File: src/rtl/prmcu_uart_pkg.sv
// prmcu_uart_pkg: shared types and constants for the PRMCU UART path.
// The ST_PARITY encoding exists only when PRMCU_UART_RX_PARITY_EN is defined.
package prmcu_uart_pkg;

    localparam int         UART_DEFAULT_CLK_DIVIDER = 87;    // 10 MHz / 87 ~ 115 kbaud
    localparam logic [7:0] UART_CMD_TOGGLE          = 8'h54; // shared with the hardware-test logic

    typedef enum logic [2:0] {
        ST_IDLE      = 3'd0,
        ST_START     = 3'd1,
        ST_DATA      = 3'd2,
`ifdef PRMCU_UART_RX_PARITY_EN
        ST_PARITY    = 3'd3,
`endif
        ST_STOP      = 3'd4,
        ST_WAIT_HIGH = 3'd5
    } uart_rx_state_t;

endpackage

File: src/rtl/prmcu_uart_baud_cnt.sv
// prmcu_uart_baud_cnt: bit-time counter shared by the UART receiver and transmitter.
// Counts 0..CLK_DIVIDER-1 and wraps by itself. half_tc marks the mid-bit point
// measured from a clear, full_tc marks the end of a bit period.
module prmcu_uart_baud_cnt
    import prmcu_uart_pkg::*;
#(
    parameter int CLK_DIVIDER = UART_DEFAULT_CLK_DIVIDER
) (
    input  logic clk,
    input  logic rst,
    input  logic clr,
    output logic half_tc,
    output logic full_tc
);

    localparam int            CW      = $clog2(CLK_DIVIDER);
    localparam logic [CW-1:0] HALF_M1 = CW'(CLK_DIVIDER / 2 - 1);
    localparam logic [CW-1:0] FULL_M1 = CW'(CLK_DIVIDER - 1);

    logic [CW-1:0] cnt;

    assign half_tc = (cnt == HALF_M1);
    assign full_tc = (cnt == FULL_M1);

    // Bit-time count: restart on clear or at the end of each bit period.
    always_ff @(posedge clk) begin
        if (rst || clr || full_tc) begin
            cnt <= '0;
        end else begin
            cnt <= cnt + CW'(1);
        end
    end

endmodule

File: src/rtl/prmcu_uart_rx.sv
// prmcu_uart_rx: UART receiver with one-entry valid/ready output buffer and
// single-cycle framing / parity / overrun pulses.
// Optional parity check: define PRMCU_UART_RX_PARITY_EN.
//
// state        | meaning
// -------------+--------------------------------------------------------
// ST_IDLE      | line idle, waiting for a low level on rx_s
// ST_START     | timing to mid start bit; high there means a false start
// ST_DATA      | sampling N_BITS data bits at their midpoints, LSB first
// ST_PARITY    | sampling the parity bit (only with the parity macro)
// ST_STOP      | sampling N_STOP_BITS stop bits; last one completes frame
// ST_WAIT_HIGH | after a framing error, wait for the line to return high
module prmcu_uart_rx
    import prmcu_uart_pkg::*;
#(
    parameter int CLK_DIVIDER = UART_DEFAULT_CLK_DIVIDER,
    parameter int N_BITS      = 8,
    parameter int N_STOP_BITS = 1,
    parameter int PARITY_ODD  = 0
) (
    input  logic              clk,
    input  logic              rst,
    input  logic              rx_i,
    output logic [N_BITS-1:0] dat_o,
    output logic              vld_o,
    input  logic              rdy_i,
    output logic              frame_err_o,
    output logic              parity_err_o,
    output logic              overrun_o
);

    localparam int            IW        = $clog2(N_BITS + 1);
    localparam logic [IW-1:0] LAST_DATA = IW'(N_BITS - 1);
    localparam logic [IW-1:0] LAST_STOP = IW'(N_STOP_BITS - 1);

    if (CLK_DIVIDER < 4) begin : g_chk_div
        $error("prmcu_uart_rx: CLK_DIVIDER must be >= 4");
    end
    if (N_BITS < 5 || N_BITS > 9) begin : g_chk_bits
        $error("prmcu_uart_rx: N_BITS must be 5..9");
    end
    if (N_STOP_BITS < 1 || N_STOP_BITS > 2) begin : g_chk_stop
        $error("prmcu_uart_rx: N_STOP_BITS must be 1..2");
    end
    if (PARITY_ODD < 0 || PARITY_ODD > 1) begin : g_chk_par
        $error("prmcu_uart_rx: PARITY_ODD must be 0 or 1");
    end

    logic           rx_meta;
    logic           rx_s;
    uart_rx_state_t state, state_nxt;
    logic [IW-1:0]  idx, idx_nxt;
    logic [N_BITS-1:0] shreg, shreg_nxt;
    logic           stop_bad, stop_bad_nxt;
    logic           cnt_clr;
    logic           half_tc;
    logic           full_tc;
    logic           word_done;
    logic           ferr;
`ifdef PRMCU_UART_RX_PARITY_EN
    localparam logic P_ODD = (PARITY_ODD != 0);
    logic           par_bad, par_bad_nxt;
    logic           perr;
`endif

    prmcu_uart_baud_cnt #(
        .CLK_DIVIDER (CLK_DIVIDER)
    ) u_baud_cnt (
        .clk     (clk),
        .rst     (rst),
        .clr     (cnt_clr),
        .half_tc (half_tc),
        .full_tc (full_tc)
    );

    // Two-flop synchroniser; resets to the idle (high) line level.
    always_ff @(posedge clk) begin
        if (rst) begin
            rx_meta <= 1'b1;
            rx_s    <= 1'b1;
        end else begin
            rx_meta <= rx_i;
            rx_s    <= rx_meta;
        end
    end

    // FSM state, bit index and shift register.
    always_ff @(posedge clk) begin
        if (rst) begin
            state    <= ST_IDLE;
            idx      <= '0;
            shreg    <= '0;
            stop_bad <= 1'b0;
`ifdef PRMCU_UART_RX_PARITY_EN
            par_bad  <= 1'b0;
`endif
        end else begin
            state    <= state_nxt;
            idx      <= idx_nxt;
            shreg    <= shreg_nxt;
            stop_bad <= stop_bad_nxt;
`ifdef PRMCU_UART_RX_PARITY_EN
            par_bad  <= par_bad_nxt;
`endif
        end
    end

    // Next-state logic; frame outcome strobes are raised on the last stop sample.
    always_comb begin
        state_nxt    = state;
        idx_nxt      = idx;
        shreg_nxt    = shreg;
        stop_bad_nxt = stop_bad;
        cnt_clr      = 1'b0;
        word_done    = 1'b0;
        ferr         = 1'b0;
`ifdef PRMCU_UART_RX_PARITY_EN
        par_bad_nxt  = par_bad;
        perr         = 1'b0;
`endif
        case (state)
            ST_IDLE: begin
                cnt_clr      = 1'b1;
                idx_nxt      = '0;
                stop_bad_nxt = 1'b0;
`ifdef PRMCU_UART_RX_PARITY_EN
                par_bad_nxt  = 1'b0;
`endif
                if (!rx_s) begin
                    state_nxt = ST_START;
                end
            end
            ST_START: begin
                if (half_tc) begin
                    cnt_clr = 1'b1;
                    idx_nxt = '0;
                    state_nxt = rx_s ? ST_IDLE : ST_DATA;
                end
            end
            ST_DATA: begin
                if (full_tc) begin
                    // Shifting in from the top leaves bit 0 in the LSB after N_BITS samples.
                    shreg_nxt = {rx_s, shreg[N_BITS-1:1]};
                    if (idx == LAST_DATA) begin
                        idx_nxt = '0;
`ifdef PRMCU_UART_RX_PARITY_EN
                        state_nxt = ST_PARITY;
`else
                        state_nxt = ST_STOP;
`endif
                    end else begin
                        idx_nxt = idx + IW'(1);
                    end
                end
            end
`ifdef PRMCU_UART_RX_PARITY_EN
            ST_PARITY: begin
                if (full_tc) begin
                    par_bad_nxt = rx_s ^ (^shreg) ^ P_ODD;
                    state_nxt   = ST_STOP;
                end
            end
`endif
            ST_STOP: begin
                if (full_tc) begin
                    if (idx == LAST_STOP) begin
                        idx_nxt = '0;
                        if (stop_bad || !rx_s) begin
                            ferr      = 1'b1;
                            state_nxt = ST_WAIT_HIGH;
`ifdef PRMCU_UART_RX_PARITY_EN
                        end else if (par_bad) begin
                            perr      = 1'b1;
                            state_nxt = ST_IDLE;
`endif
                        end else begin
                            word_done = 1'b1;
                            state_nxt = ST_IDLE;
                        end
                    end else begin
                        stop_bad_nxt = stop_bad | ~rx_s;
                        idx_nxt      = idx + IW'(1);
                    end
                end
            end
            ST_WAIT_HIGH: begin
                cnt_clr = 1'b1;
                if (rx_s) begin
                    state_nxt = ST_IDLE;
                end
            end
            default: begin
                state_nxt = ST_IDLE;
            end
        endcase
    end

    // Output buffer and registered error pulses.
    always_ff @(posedge clk) begin
        if (rst) begin
            dat_o        <= '0;
            vld_o        <= 1'b0;
            frame_err_o  <= 1'b0;
            overrun_o    <= 1'b0;
`ifdef PRMCU_UART_RX_PARITY_EN
            parity_err_o <= 1'b0;
`endif
        end else begin
            frame_err_o <= ferr;
            overrun_o   <= 1'b0;
`ifdef PRMCU_UART_RX_PARITY_EN
            parity_err_o <= perr;
`endif
            if (word_done) begin
                if (!vld_o || rdy_i) begin
                    dat_o <= shreg;
                    vld_o <= 1'b1;
                end else begin
                    overrun_o <= 1'b1;
                end
            end else if (vld_o && rdy_i) begin
                vld_o <= 1'b0;
            end
        end
    end

`ifndef PRMCU_UART_RX_PARITY_EN
    assign parity_err_o = 1'b0;
`endif

endmodule
File: config.mk
export PLATFORM = sky130hd
export DESIGN_NAME = prmcu_uart_rx
export DESIGN_NICKNAME = d
export VERILOG_FILES = /design/src/rtl/prmcu_uart_pkg.sv /design/src/rtl/prmcu_uart_baud_cnt.sv /design/src/rtl/prmcu_uart_rx.sv
export SDC_FILE = /design/constraint.sdc
export NUM_CORES = 1
export LEC_CHECK = 0
export ABC_AREA = 0
export BUFFER_PORTS_ARGS = -buffer_cell sky130_fd_sc_hd__buf_4
export CORE_UTILIZATION = 45
export CTS_CLUSTER_DIAMETER = 30
export DETAILED_ROUTE_END_ITERATION = 8
export SETUP_SLACK_MARGIN = 0.15
export SLEW_MARGIN = 40
export SYNTH_ARGS = -nofsm -noshare
export SYNTH_HDL_FRONTEND = slang
export SYNTH_SLANG_ARGS = --single-unit
export TNS_END_PERCENT = 100
File: constraint.sdc
create_clock -name clk -period 2.1 [get_ports clk]
set_input_delay 0.42 -clock clk [delete_from_list [all_inputs] [get_ports clk]]
set_output_delay 0.42 -clock clk [all_outputs]
set_load 0.01 [all_outputs]
==> impl_metrics.ini, run 1 <==
[run_status]
outcome = finished clean

[final_layout]
final_cells = 246
antenna_cells = 0
area_growth_pct = 15.2
final.fill_count = 342
fin_nets = 207
drive_above_1_share = 0.195

[cts]
clock_latency_ns = 0.29
h-tree-depth = 2
cts_sinks = 36
numCtsBuffers = 5
cts_tree = built
path_clk_slew_ns = 0.07
cts_root_buffer = clkbuf_8
cts_buffer_depth = 2
hold_buffers = 0

[critical_path]
worstRegToRegCells = 8
crit_arrival_ns = 2.02
start_kind = register
crit_chain = inv_1, ha_1, nor3b_4, nand3_2, nor4b_4, buf_12, mux2i_1, nor2_1
timing.rr.end = dat_o[6]
r2r_slack_ns = 0.25
crit_buf_inv = 2
cp.required_ns = 2.27
cp_slowest_cell = dfxtp_2
end_kind = register
reg2reg_from = idx[0]
path_delay_family = simple AND/OR/NAND/NOR gates
crit_fanout = 8
crit_type = reg2reg
max_stage_delay_ns = 0.34

[sta]
min_period_ns = 1.85
tightestPinTransition_ns = 0.615
fin_worst_skew_ns = 0.00449
rsz0062_at_grt = yes
post-route-period-util = 0.879
final-setup-viol-count = 0
setup_tns_ns = 0
max_clock_freq_mhz = 542
hold_viol_final = 0
finalMaxSlewViolations = 0
slew-limit-headroom = 0.584

[grt]
grt_pass1_wl_um = 5460
grt_max_degree = 31
grt_pass1_vias = 1216
grt_usage = 0.172
grt-ovfl-total = 0
antenna_found_initial = 0

[placement]
place_congestion = 0.865
place_inst = 237
io_buffers = 14
dp_hpwl_um = 2190

[pwr]
leakage_uw = 0.000763
vdd_drop_max_v = 0.000436
p_per_area_nw_per_um2 = 621

[synthesis]
synth_ff_type = dfxtp_1
synth_top_area_share = 0.428
synth_cells = 183
syn_nets = 191
syn_area_per_cell_um2 = 9.21
synth_edf_count = 0
yosysTopAreaCell = dfxtp_1
ys_seq_area_frac = 0.428
synthArstFlopShare = 0
synth_cell_types = 45
ys_top_cells_by_area = dfxtp_1 43%, mux2i_1 11%, nor2_1 7.1%, ha_1 3.0%, a21oi_1 2.4%
yosys_warnings = 0
netlist_area_um2 = 1690
ys_ff_latch = 36

[route]
antenna_left = 0
viasPerCell = 5.41
vias = 1332
drc = 0
wl_per_cell_um = 12.8
firstDrtPassIters = 4
first_iter_violations = 146
routed_wl_um = 3150

[floorplanning]
core_area_um2 = 3470
start_util = 0.486
dieHeight_um = 63.2
pin_count = 16
fp.dieW_um = 63.2
rows = 21
die_area_um2 = 3990

[hold_path]
hold_depth = 2
min_to = rx_meta
worstHoldStart = rx_i
worstHoldPathType = in2reg

[run]
cap_violations = 0
routing by layer:
layer  routed length, um  track usage  vias to the layer above
met5                   0            0                        -
met4                  21       0.0341                        0
met3                 186       0.0616                        2
met2                1520        0.267                       28
met1                1420        0.228                      635
li1                    -            -                      667
cell type report:
| type | count | area (um^2) | share of cell area |
|---|---|---|---|
| sequential | 36 | 722 | 0.372 |
| tap | 46 | 57.6 | 0.0296 |
| clock inverter | 3 | 18.8 | 0.00966 |
| clock buffer | 5 | 68.8 | 0.0354 |
| inverter | 7 | 26.3 | 0.0135 |
| timing repair buffer | 18 | 148 | 0.0760 |
| multi-input combinational | 131 | 901 | 0.464 |
stage by stage:
step	worst slack (ns)	hold slack, ns	utilization	cell area [um^2]	total power [uW]
after floorplan	0.359	0.389	-	1690	733
after global placement	0.216	0.396	0.528	1830	744
after detailed placement	0.109	0.394	0.528	1830	744
after CTS	0.208	0.311	0.554	1920	1230
after global routing	0.107	0.307	0.560	1940	1260
final	0.254	0.315	0.560	1940	1210
power breakdown:
group / internal (uW) / total [uW] / switching, uW / leakage (uW)
Combinational: 14.5 / 37.5 / 22.9 / 0.000424
Clock: 231 / 477 / 247 / 0.0000479
Sequential: 686 / 691 / 4.92 / 0.000291
worst max path at each step:
stage	start	depth (start not counted)	endpoint
5_1_grt	idx[0]	8	dat_o[6]
2_1_floorplan	idx[0]	8	dat_o[3]
3_5_place_dp	idx[0]	8	dat_o[0]
6_report	idx[0]	8	dat_o[6]
3_3_place_gp	idx[0]	8	dat_o[6]
4_1_cts	u_baud_cnt.cnt[0]	8	dat_o[7]
cells in the mapped netlist, types with 2 or more instances:
| library cell | number |
|---|---|
| nand4bb_1 | 2 |
| xnor2_1 | 3 |
| ha_1 | 4 |
| nor3b_1 | 2 |
| nand3_1 | 6 |
| clkbuf_1 | 6 |
| nand2b_1 | 2 |
| a21boi_0 | 2 |
| nand2_1 | 7 |
| inv_1 | 7 |
| or2_2 | 2 |
| a21oi_1 | 8 |
| and3_1 | 3 |
| dfxtp_1 | 36 |
| o21ai_0 | 2 |
| maj3_1 | 2 |
| xor2_1 | 2 |
| o2111ai_1 | 2 |
| nor3_1 | 4 |
| mux2i_1 | 18 |
| nor2_1 | 32 |
| o211ai_1 | 3 |
| buf_6 | 2 |
| nor2b_1 | 2 |
| a31oi_1 | 3 |
| nand3b_1 | 2 |
sequential cells by signal, indices dropped and copies added, names as in the netlist:
| name | count |
|---|---|
| dat_o | 8 |
| frame_err_o | 1 |
| idx | 4 |
| overrun_o | 1 |
| rx_meta | 1 |
| rx_s | 1 |
| shreg | 8 |
| state | 3 |
| stop_bad | 1 |
| u_baud_cnt.cnt | 7 |
| vld_o | 1 |
cells by family after synthesis:
| kind of cell | Yosys count | share of synthesized area |
|---|---|---|
| and+or+nand+nor | 74 | 0.240 |
| xor gates and xnor gates | 5 | 0.0260 |
| muxes | 18 | 0.107 |
| DFF | 36 | 0.428 |
| buffers and inverters | 16 | 0.0468 |
| adders and majority gates | 6 | 0.0416 |
| AOI/OAI and AO/OA | 27 | 0.109 |
| other | 1 | 0.00223 |
cells in the final DEF, fill, tap and decap left out, types with 4 or more instances in the layout:
| cell type | instances |
|---|---|
| dfxtp_1 | 35 |
| nor2_1 | 32 |
| mux2i_1 | 18 |
| buf_4 | 17 |
| a21oi_1 | 8 |
| inv_1 | 7 |
| nand2_1 | 7 |
| nand3_1 | 6 |
| clkbuf_8 | 5 |
| nor3_1 | 4 |
| ha_1 | 4 |
what timing repair did:
item,in CTS,in global routing
setup buffers,0,1
setup endpoints to repair,8,12
pin swaps,0,2
resized for setup,1,4
gates cloned,0,0
endpoints found under the hold margin,0,0
(Power assumes the default switching activity.)
==> inputs of run 2 (changes only) <==
--- a/config.mk
+++ b/config.mk
@@ -7,9 +7,10 @@
 export LEC_CHECK = 0
 export ABC_AREA = 0
 export BUFFER_PORTS_ARGS = -buffer_cell sky130_fd_sc_hd__buf_4
-export CORE_UTILIZATION = 45
+export CORE_UTILIZATION = 50
 export CTS_CLUSTER_DIAMETER = 30
 export DETAILED_ROUTE_END_ITERATION = 8
+export PLACE_DENSITY = 0.69
 export SETUP_SLACK_MARGIN = 0.15
 export SLEW_MARGIN = 40
 export SYNTH_ARGS = -nofsm -noshare
==> impl_metrics.ini, run 2 (synthesis results as in run 1) <==
[sta]
hold_viol_final = 0
max_clock_freq_mhz = 542
finalMaxSlewViolations = 0
setup_tns_ns = 0
rsz0062_at_grt = yes
fin_worst_skew_ns = 0.00627
tightestPinTransition_ns = 0.556
final-setup-viol-count = 0
min_period_ns = 1.84
slew-limit-headroom = 0.624
post-route-period-util = 0.878
setup_ws_ns = 0.256

[route]
viasPerCell = 5.43
antenna_left = 0
vias = 1331
firstDrtPassIters = 4
drc = 0
routed_wl_um = 3290
first_iter_violations = 82
wl_per_cell_um = 13.4

[pwr]
p_seq_frac = 0.617
leakage_uw = 0.000754
combPwrFrac = 0.035
p_per_area_nw_per_um2 = 571
switching_share = 0.227
clkPwrFrac = 0.348
vdd_drop_max_v = 0.000414
p_int_uw = 865
switchingPower_uw = 255
power_uw = 1120

[cts]
clock_latency_ns = 0.34
cts_buffer_depth = 2
numCtsBuffers = 5
path_clk_slew_ns = 0.10
cts_sinks = 36
cts_root_buffer = clkbuf_4
cts_tree = built
h-tree-depth = 2

[critical_path]
crit_type = reg2reg
cp.required_ns = 2.33
crit_arrival_ns = 2.08
endpoint = dat_o[6]
crit_fanout = 8
end_kind = register
reg2reg_from = idx[1]
timing.rr.end = dat_o[6]
setup.worst_path.start = idx[1]
start_kind = register
worstRegToRegCells = 8
r2r_slack_ns = 0.26

[grt]
grt-ovfl-total = 0
antenna_found_initial = 0
grt_pass1_wl_um = 5620
grt_usage = 0.214
grt_max_degree = 31
grt_pass1_vias = 1234

[floorplanning]
rows = 20
fp.dieW_um = 60.1
core_area_um2 = 3130
die_area_um2 = 3610
dieHeight_um = 60.1
start_util = 0.539
pin_count = 16

[final_layout]
antenna_cells = 0
area_growth_pct = 16.4
reg_top3 = dat_o x8, shreg x8, u_baud_cnt.cnt x7
final_cells = 245
final_area_um2 = 1960
fin_nets = 208
layout_common_cells = 35 x dfxtp_1, 32 x nor2_1, 18 x buf_4
final_common_cell = dfxtp_1
drive_above_1_share = 0.219

[placement]
place_congestion = 0.863
io_buffers = 14
place_inst = 236
dpl-instance-area_um2 = 1840
pre_cts_ws_ns = 0.136
dp_hpwl_um = 2310

[hold_path]
worstHoldPathType = in2reg

[run_status]
outcome = finished clean

[run]
cap_violations = 0
[run 2: power groups by stage]
| stage | sequential (uW) | combinational [uW] | clock [uW] |
|---|---|---|---|
| final | 691 | 38.7 | 390 |
| after global routing | 692 | 43.0 | 424 |
| after CTS | 691 | 37.8 | 400 |
| after detailed placement | 707 | 37.5 | 0 |
| after global placement | 706 | 36.6 | 0 |
| after floorplan | 703 | 29.9 | 0 |
[run 2: layout make-up]
class,instances,area [um^2]
multi-input cells,131,941
inverters,7,26.3
repair buffers,19,155
flip-flops and latches,36,722
fillers,292,1170
clock buffers,7,55.1
clock inverters,1,7.51
well taps,44,55.1
[run 2: critical path: stages, from the launching register on]
cell and delay [ns]:
dfxtp_1 0.35, inv_1 0.08, ha_2 0.17, nor3b_4 0.20, nand3_2 0.15, nor4b_4 0.33, buf_12 0.18, mux2i_4 0.21
nor2_1 0.05
[run 2: timing repair]
item	in CTS	in global routing
setup buffers	0	1
pin swaps	0	3
resized for setup	2	11
hold buffers	0	0
endpoints found under the setup margin	7	15
[run 2: how the worst min path moves through the flow]
stage               cells past startpoint  slack [ns]    start      end
finish                                  2        0.26     rx_i  rx_meta
global placement                        1        0.40  rx_meta     rx_s
CTS                                     2        0.25     rx_i  rx_meta
detailed placement                      1        0.40  rx_meta     rx_s
global route                            2        0.25     rx_i  rx_meta
floorplan                               1        0.39  rx_meta     rx_s
[run 2: metal layers]
| layer | wire length [um] | track usage | up-vias |
|---|---|---|---|
| met5 | 0 | 0 | - |
| met4 | 53 | 0.106 | 0 |
| met3 | 140 | 0.0476 | 6 |
| met2 | 1610 | 0.354 | 30 |
| met1 | 1490 | 0.260 | 624 |
| li1 | - | - | 671 |
[run 2: per-stage QoR]
| stage | hold slack [ns] | util |
|---|---|---|
| 4_1_cts | 0.254 | 0.609 |
| 3_5_place_dp | 0.399 | 0.587 |
| 6_report | 0.259 | 0.627 |
| 2_1_floorplan | 0.389 | - |
| 3_3_place_gp | 0.396 | 0.587 |
| 5_1_grt | 0.247 | 0.627 |
==> inputs of run 3 (changes only) <==
--- a/config.mk
+++ b/config.mk
@@ -7,6 +7,7 @@
 export LEC_CHECK = 0
 export ABC_AREA = 0
 export BUFFER_PORTS_ARGS = -buffer_cell sky130_fd_sc_hd__buf_4
+export CORE_MARGIN = 2
 export CORE_UTILIZATION = 50
 export CTS_CLUSTER_DIAMETER = 30
 export DETAILED_ROUTE_END_ITERATION = 8
==> impl_metrics.ini, run 3 (synthesis results as in run 1) <==
[run_status]
outcome = finished clean

[sta]
hold_viol_final = 0
setup_ws_ns = 0.244
max_clock_freq_mhz = 539
finalMaxSlewViolations = 0
tightestPinTransition_ns = 0.631
setup_tns_ns = 0
post-route-period-util = 0.884
rsz0062_at_grt = yes
min_period_ns = 1.86
slew-limit-headroom = 0.573
fin_worst_skew_ns = 0.0150
final-setup-viol-count = 0

[final_layout]
drive_above_1_share = 0.191
utilization = 0.588
final_area_um2 = 1930
seq_area_um2 = 721
final.fill_count = 313
reg_top3 = dat_o x8, shreg x8, u_baud_cnt.cnt x7
area_growth_pct = 14.6
final_common_cell = dfxtp_1
final_cells = 245
antenna_cells = 0
fin_nets = 206
layout_common_cells = 36 x dfxtp_1, 32 x nor2_1, 18 x mux2i_1
multiInputGateArea_um2 = 906

[hold_path]
worstHoldPathType = in2reg

[critical_path]
endpoint = dat_o[6]
setup.worst_path.start = u_baud_cnt.cnt[0]
cp.required_ns = 2.33
crit_type = reg2reg
timing.rr.end = dat_o[6]
crit_arrival_ns = 2.08
cp_slowest_cell = dfxtp_1
reg2reg_from = u_baud_cnt.cnt[0]
crit_fanout = 8
r2r_slack_ns = 0.24
start_kind = register
end_kind = register
max_stage_delay_ns = 0.36
worstRegToRegCells = 8
crit_chain = inv_1, ha_2, nand2_1, or2_4, nor4b_4, buf_12, mux2i_1, nor2_1

[placement]
place_congestion = 0.887
io_buffers = 14
pre_cts_ws_ns = 0.172
dp_hpwl_um = 2330
place_inst = 237
dpl-instance-area_um2 = 1830

[cts]
numCtsBuffers = 5
h-tree-depth = 2
clock_latency_ns = 0.35
cts_sinks = 36
cts_resized = 1
cts_root_buffer = clkbuf_4
hold_buffers = 0
cts_tree = built
cts_buffer_depth = 2
path_clk_slew_ns = 0.12
postCtsSetupRepairBufs = 0

[grt]
grt_pass1_vias = 1153
grtUsageMet2 = 0.284
grt-ovfl-total = 0
antenna_found_initial = 0
grt_max_degree = 31
top_usage_layer = met2
met1_usage = 0.244
grt_usage = 0.184
grt_pass1_wl_um = 5200
met3_usage = 0.0621

[route]
wl_per_cell_um = 13.1
viasPerCell = 5.39
vias = 1321
antenna_left = 0
firstDrtPassIters = 5
first_iter_violations = 52
routed_wl_um = 3200
drc = 0

[floorplanning]
dieHeight_um = 62.1
fp.dieW_um = 62.1
rows = 21
die_area_um2 = 3850
core_area_um2 = 3280
pin_count = 16
start_util = 0.513

[pwr]
vdd_drop_max_v = 0.000750
clkPwrFrac = 0.404
switchingPower_uw = 275
leakage_uw = 0.000748
p_int_uw = 949
switching_share = 0.225
combPwrFrac = 0.029
p_seq_frac = 0.567
p_per_area_nw_per_um2 = 634

[run]
cap_violations = 0
==> run 3: final cells by class <==
| type | count | share of cell area |
|---|---|---|
| repair buffers | 17 | 0.0726 |
| well taps | 46 | 0.0298 |
| clock buffers | 5 | 0.0194 |
| clock inverters | 3 | 0.0220 |
| multi-input cells | 131 | 0.469 |
| inverters | 7 | 0.0136 |
| flip-flops and latches | 36 | 0.373 |
==> run 3: routing by layer <==
metal  up-vias  wire length [um]  share of wire
met5         -                 0              0
met4         0                31         0.0097
met3         4               126          0.039
met2        20              1520           0.47
met1       629              1520           0.48
li1        668                 -              -
==> run 3: power by group through the flow <==
stage                     clock [uW]  combinational, uW  sequential [uW]
after CTS                        505               34.2              694
after global routing             529               40.4              695
after detailed placement           0               34.1              709
after floorplan                    0               29.9              703
final                            495               35.5              694
after global placement             0               33.7              709
==> run 3: worst max-delay path: cells and delay by family, from the launching register on <==
family / cells / cell delay [ns]
fa+ha+maj: 1 / 0.19
buf+inv: 2 / 0.25
flops: 1 / 0.36
mux: 1 / 0.18
simple gates: 4 / 0.76
==> run 3: stage by stage <==
step                total power, uW  hold slack, ns
floorplan                       733           0.389
global placement                743           0.404
detailed placement              743           0.413
CTS                            1230           0.239
global route                   1260           0.235
finish                         1220           0.242
==> run 3: worst min path at each step <==
stage	start	end	slack [ns]	depth (start not counted)
6_report	rx_i	rx_meta	0.24	2
5_1_grt	rx_i	rx_meta	0.24	2
4_1_cts	rx_i	rx_meta	0.24	2
3_5_place_dp	rx_meta	rx_s	0.41	1
3_3_place_gp	rx_meta	rx_s	0.40	1
2_1_floorplan	rx_meta	rx_s	0.39	1
